### config.mk
export PLATFORM = sky130hd
export DESIGN_NAME = ram_sp_fifo_ctrl
export DESIGN_NICKNAME = d
export VERILOG_FILES = /design/src/rtl/ram_sp_fifo_ctrl.sv
export SDC_FILE = /design/constraint.sdc
export NUM_CORES = 1
export LEC_CHECK = 0
export BUFFER_PORTS_ARGS = -buffer_cell sky130_fd_sc_hd__buf_2
export CORE_UTILIZATION = 50
export DETAILED_ROUTE_END_ITERATION = 7
export PLACE_DENSITY = 0.82
export SYNTH_ARGS = -nofsm -noshare
export SYNTH_HDL_FRONTEND = slang
export SYNTH_SLANG_ARGS = --single-unit
### constraint.sdc
create_clock -name clk -period 5.45 [get_ports clk]
set_input_delay 0 -clock clk [delete_from_list [all_inputs] [get_ports clk]]
set_output_delay 0 -clock clk [all_outputs]
set_load 0.01 [all_outputs]
### src/rtl/ram_sp_fifo_ctrl.sv
// ram_sp_fifo_ctrl: valid/ready byte FIFO controller in front of a
// single-port RAM (synchronous write, asynchronous read). Each cycle the RAM
// port either takes one push from upstream or does one fetch into the
// registered output stage. A fetch wins over a push.
//
// Optional feature (macro RAM_SP_FIFO_BYPASS_EN): when the RAM holds no words
// and the output register is free, an incoming word goes straight into the
// output register without touching the RAM.
//
// Ports:
//   clk, rst      clock, asynchronous active-high reset
//   s_data/s_valid/s_ready   push side
//   m_data/m_valid/m_ready   pop side; m_data/m_valid are registered
//   ram_address/ram_data_in/ram_write_en   drive the RAM port
//   ram_data_out  RAM combinational read data
//   level         words held = words in RAM + m_valid (0..DEPTH+1)
module ram_sp_fifo_ctrl #(
  parameter int unsigned DATA_W = 8,
  parameter int unsigned ADDR_W = 4,
  parameter int unsigned DEPTH  = 16
) (
  input  logic              clk,
  input  logic              rst,
  input  logic [DATA_W-1:0] s_data,
  input  logic              s_valid,
  output logic              s_ready,
  output logic [DATA_W-1:0] m_data,
  output logic              m_valid,
  input  logic              m_ready,
  output logic [ADDR_W-1:0] ram_address,
  output logic [DATA_W-1:0] ram_data_in,
  output logic              ram_write_en,
  input  logic [DATA_W-1:0] ram_data_out,
  output logic [ADDR_W:0]   level
);

  localparam int unsigned CNT_W = ADDR_W + 1;

  logic [ADDR_W-1:0] wr_ptr;
  logic [ADDR_W-1:0] rd_ptr;
  logic [CNT_W-1:0]  cnt;
  logic              out_free;
  logic              fetch;
  logic              byp;
  logic              push;

  // Output register can take a new word this cycle.
  assign out_free = !m_valid || m_ready;

  // Refill the output register from the RAM whenever there is something to fetch.
  assign fetch = (cnt != '0) && out_free;

`ifdef RAM_SP_FIFO_BYPASS_EN
  // Empty RAM and free output register: the word skips the RAM entirely.
  assign byp = !rst && (cnt == '0) && out_free && s_valid;
`else
  assign byp = 1'b0;
`endif

  // Push only when the port is not being used for a fetch.
  assign s_ready = !rst && (cnt < CNT_W'(DEPTH)) && !fetch;
  assign push    = s_valid && s_ready && !byp;

  // RAM port drive.
  assign ram_address  = fetch ? rd_ptr : wr_ptr;
  assign ram_data_in  = s_data;
  assign ram_write_en = push;

  assign level = cnt + CNT_W'(m_valid);

  // Pointers, RAM occupancy and output register.
  always_ff @(posedge clk or posedge rst) begin
    if (rst) begin
      wr_ptr  <= '0;
      rd_ptr  <= '0;
      cnt     <= '0;
      m_data  <= '0;
      m_valid <= 1'b0;
    end else begin
      if (fetch) begin
        m_data  <= ram_data_out;
        m_valid <= 1'b1;
        rd_ptr  <= rd_ptr + ADDR_W'(1);
        cnt     <= cnt - CNT_W'(1);
      end else if (push) begin
        wr_ptr  <= wr_ptr + ADDR_W'(1);
        cnt     <= cnt + CNT_W'(1);
        if (m_valid && m_ready) begin
          m_valid <= 1'b0;
        end
      end else if (byp) begin
        m_data  <= s_data;
        m_valid <= 1'b1;
      end else if (m_valid && m_ready) begin
        // Word consumed with nothing left to refill from.
        m_valid <= 1'b0;
      end
    end
  end

endmodule

[Yosys cells after proc, flatten, opt, wreduce, memory -nomap -nowiden]
Index checks and enable logic that the tools add are counted.
Word-level totals
  bits in read-only memories: 0
  bits in registers: 22
  latch bits: 0
  memories: 0
  input bits: 20
  memory bits (writable): 0
Operators by class
  equal/unequal tests: 0
  reductions and logical operators: 13
  $mul: 0
  mux-type cells: 5
  $add $sub $neg: 5
  $lt $le $gt $ge: 1
  shift operators: 0
  bitwise gates (word level): 1
  divide/modulo/power cells: 0
Operators by type and width (count)
  5-bit 2-to-1 mux: 2
  4-bit by 1-bit adder with 4-bit output (second input constant): 2
  5-bit by 1-bit adder with 5-bit output: 1
  5-bit by 1-bit adder with 5-bit output (second input constant): 1
  1-bit logical AND: 5
  5-bit less-than comparator (second input constant): 1
  5-bit nonzero test: 1
  5-bit by 1-bit subtractor with 5-bit output (second input constant): 1
  4-bit 2-to-1 mux: 1
  2-bit nonzero test: 2
  1-bit logical NOT: 3
  1-bit 2-to-1 mux: 2
  2-bit AND reduction: 1
  1-bit logical OR: 1
  1-bit inverter: 1

[Longest topological paths before layout]
  depth in word-level cells: 8
  mapped depth: 9
  gate-level depth less buffers: 8

[Worst setup path before layout]
OpenSTA, ideal clock, no wires.
  kind: reg-to-reg
  start: register cnt[1]
  end: register cnt[4]
  setup slack: 2696 ps
  clock period less this slack: 2754 ps
  data arrival time: 2630 ps
  buffers on the path: 1
  setup time: 124 ps
  required time: 5326 ps
  stages on the path, launching flop included: 10
  cell sequence: dfrtp_1 or4_4 o21ai_4 inv_2 clkbuf_1 ha_1 a21oi_1 o21ai_0 o21a_1 a211o_2
On the way
  longest elaborated chain between the ends: 6
  elaborated cells on any way between the ends: 12
RTL lines
  start, declared: line 41  | logic [CNT_W-1:0] cnt;
  start signal, assigned: line 84  | cnt <= cnt - CNT_W'(1);
  start signal, assigned: line 87  | cnt <= cnt + CNT_W'(1);
  5-bit nonzero test *: line 51  | assign fetch = (cnt != '0) && out_free;
  1-bit logical AND *: line 51
  via fetch: line 43  | logic fetch;
  1-bit logical NOT: line 61  | assign s_ready = !rst && (cnt < CNT_W'(DEPTH)) && !fetch;
  1-bit logical AND: line 61
  1-bit logical AND: line 62  | assign push = s_valid && s_ready && !byp;
  2-bit nonzero test (no source line)
The timed path passes the listed nets; every way through them passes the cells marked *. The select of a mux whose other input is x is not followed.
A chain may end at the register's enable or synchronous reset.

[Final worst setup path]
  start: register cnt[0]
  end: register cnt[4]
On the way
  longest elaborated chain between the ends: 6
  elaborated cells on any way between the ends: 12
RTL lines
  parallel branches: the longest is 6 deep, another holds 5-bit less-than comparator
Several ways; the timed one is not identified. The select of a mux whose other input is x is not followed.

==> results.txt <==
status: finished, final reports clean
Slew Limit Fails: 0
Initial DRC Count: 6
Synth Area in Adders: 9.77%
IO buf count: 31
syn nets: 155
crit path DAT: 3260 ps
Final period util: 55.7%
synth-to-layout area growth: 21.3%
worst min path class: in -> out
clock buffer depth: 2
Max VDD drop: 0.333 mV
first-pass GRT wire length: 4380 um
clk_skew: 4.31 ps
TritonCTS clock tree: yes
setup TNS: 0 ps
final core utilization: 66.1%
Synth top area share: 44.8%
grt ovf: 0
Synth top cells by count: nand2_1, dfrtp_1, xnor2_1
largest net degree at the start of global routing: 23
Mapped Area: 1230 um^2
antenna cells: 0
multiplexer area fraction after synthesis: 3.56%
Synth Area in Compound Gates: 7.53%
syn_area_per_cell: 9.76 um^2
Post-synth EDFFs: 0
sequential share of the synthesized area: 44.8%
Post-synth top flop: dfrtp_1
slew at the pin closest to its max-slew limit: 831 ps
distinct cell type count after synthesis: 26
critical-path maximum fanout: 21
core area: 2250 um^2
Tot Pwr: 0.807 mW
initial antenna violation count: 0
H-tree lvl count: 1
number of global-route vias before repair: 1,048
detailed placement HPWL: 1750 um
TritonCTS Sinks: 22
P_leak: 0.762 nW
row count: 17
xor and xnor area share after synthesis: 8.55%
Initial Utilization: 54.6%
simple-gate share of the synthesized area: 18.5%
Slew headroom: 44.6%
DRT Wirelength: 2510 um
CTS Buf Count: 3
GP Congestion: 0.839
RSZ-0062 raised after global routing: no
Power Density: 541 nW/um^2
Critical Path Sink Type: flip-flop
Post-synth ARST share: 100%
die width: 51.6 um
Worst Setup Path Type: reg -> reg
CP Data Required Time: 5670 ps
synth top area cells: dfrtp_1, nand2_1, ha_1, xnor2_1, buf_4
Antenna Violating Nets Remaining: 0
Warnings, synthesis: 0
# setup viols final: 0
Synth area leader: dfrtp_1
share of cells above drive strength 1: 27.0%
largest family of logic cells by synthesized area: simple AND/OR/NAND/NOR gates
Fin. Hold Viols: 0
clk_lat worst skew: 310 ps
DR DRC count: 0
Die ar.: 2660 um^2
clock slew at reported path FFs: 130 ps
# IOs: 48
most frequent cell after synthesis: nand2_1
Global Route Usage Sum: 22.6%
Yosys reg bits: 22
Root Buffer: clkbuf_4
type of origin of the critical path: flip-flop
drt pass-1 iters: 4
Max Freq: 0.329 GHz
die extent in y: 51.6 um
number of max-cap violations: 0
vias: 952
synthesized instance count: 126
postcts setup bufs: 0
drt wl/cell: 13.4 um
Avg Vias per Cell: 5.09
nets: 189
Resized Gates After CTS: 0
Period minus WS final: 3040 ps
[cell families after synthesis]
group | count (synthesis)
simple gates | 55
flops | 22
buf+inv | 16
xor+xnor | 12
fa+ha+maj | 9
compound gates | 8
mux | 4
[critical path, cell delays in order (launching register included)]
cell	delay [ps]
dfrtp_1	470
or4_4	580
o21ai_4	430
inv_2	300
ha_1	400
a21oi_1	120
o21ai_0	150
o21a_1	200
a211o_2	290
[worst paths after layout]
| kind | startpoint | to | slack, ps | cells after the start |
|---|---|---|---|---|
| min | s_data[3] | ram_data_in[3] | 0.004 | 0 |
| max | cnt[0]$_DFFE_PP0P_ | cnt[4]$_DFFE_PP0P_ | 2410 | 8 |
| min reg2reg | wr_ptr[3]$_DFFE_PP0P_ | wr_ptr[3]$_DFFE_PP0P_ | 490 | 1 |
| max reg2reg | cnt[0]$_DFFE_PP0P_ | cnt[4]$_DFFE_PP0P_ | 2410 | 8 |
| max in group asynchronous | rst | cnt[3]$_DFFE_PP0P_ | 4520 | 3 |
| min in group asynchronous | rst | wr_ptr[2]$_DFFE_PP0P_ | 420 | 3 |
[cells in the final DEF (no fill, tap or decap)]
| cell | n |
|---|---|
| nand2_1 | 44 |
| buf_2 | 31 |
| dfrtp_1 | 22 |
| xnor2_1 | 9 |
| dlygate4sd3_1 | 9 |
| ha_1 | 8 |
| inv_1 | 4 |
| nand3_1 | 3 |
| xor2_1 | 3 |
| clkbuf_4 | 3 |
| nand4_1 | 2 |
| nor2_1 | 2 |
| nor3_1 | 2 |
| mux2_2 | 2 |
| a21oi_1 | 2 |
| nand2b_1 | 1 |
| or4_4 | 1 |
| a2111oi_4 | 1 |
| o21ai_4 | 1 |
| inv_2 | 1 |
| mux2_1 | 1 |
| a21oi_4 | 1 |
| mux2i_1 | 1 |
| o21ai_0 | 1 |
| o21a_1 | 1 |
| a211o_2 | 1 |
| fa_1 | 1 |
| bufinv_16 | 1 |
[flip-flops by register name (all words and copies together) (netlist names)]
name	flops
m_valid	1
m_data	8
wr_ptr	4
cnt	5
rd_ptr	4
[report_power, final]
group | internal, mW | switching (mW) | leakage (nW) | total [mW]
clock network | 0.0744 | 0.0531 | 0.0279 | 0.127
logic | 0.181 | 0.194 | 0.472 | 0.375
registers | 0.227 | 0.0770 | 0.262 | 0.304
total | 0.483 | 0.324 | 0.762 | 0.807
[cell type report]
class	instances	area, um^2
Tap cell	28	35.0
Inverter	5	18.8
Clock inverter	1	30.0
Sequential cell	22	551
Fill cell	189	763
Multi-Input combinational cell	88	589
Clock buffer	3	22.5
Timing Repair Buffer	40	245
[metal layers]
metal | up-vias | part of all wire (%) | GRT usage (%)
met5 | - | 0 | 0
met4 | 0 | 1.0 | 9.46
met3 | 6 | 5.1 | 3.80
met2 | 37 | 52 | 43.7
met1 | 446 | 41 | 23.6
li1 | 463 | - | -
[what timing repair did]
action,CTS,global route
hold buffers,9,0
endpoints found under the hold margin,30,0
setup endpoints to repair,0,0
[stage by stage]
step | setup WS, ps | hold WS, ps | instance area, um^2 | std cells
after floorplan | 2700 | -10.8 | 1230 | 126
after global placement | 2500 | 0.0686 | 1350 | 174
after detailed placement | 2410 | 0.0686 | 1350 | 174
after CTS | 2400 | 0.0686 | 1490 | 187
after global routing | 2160 | 0.0333 | 1490 | 187
final | 2410 | 0.00448 | 1490 | 187
No activity file was read; power rests on OpenSTA's default activity.
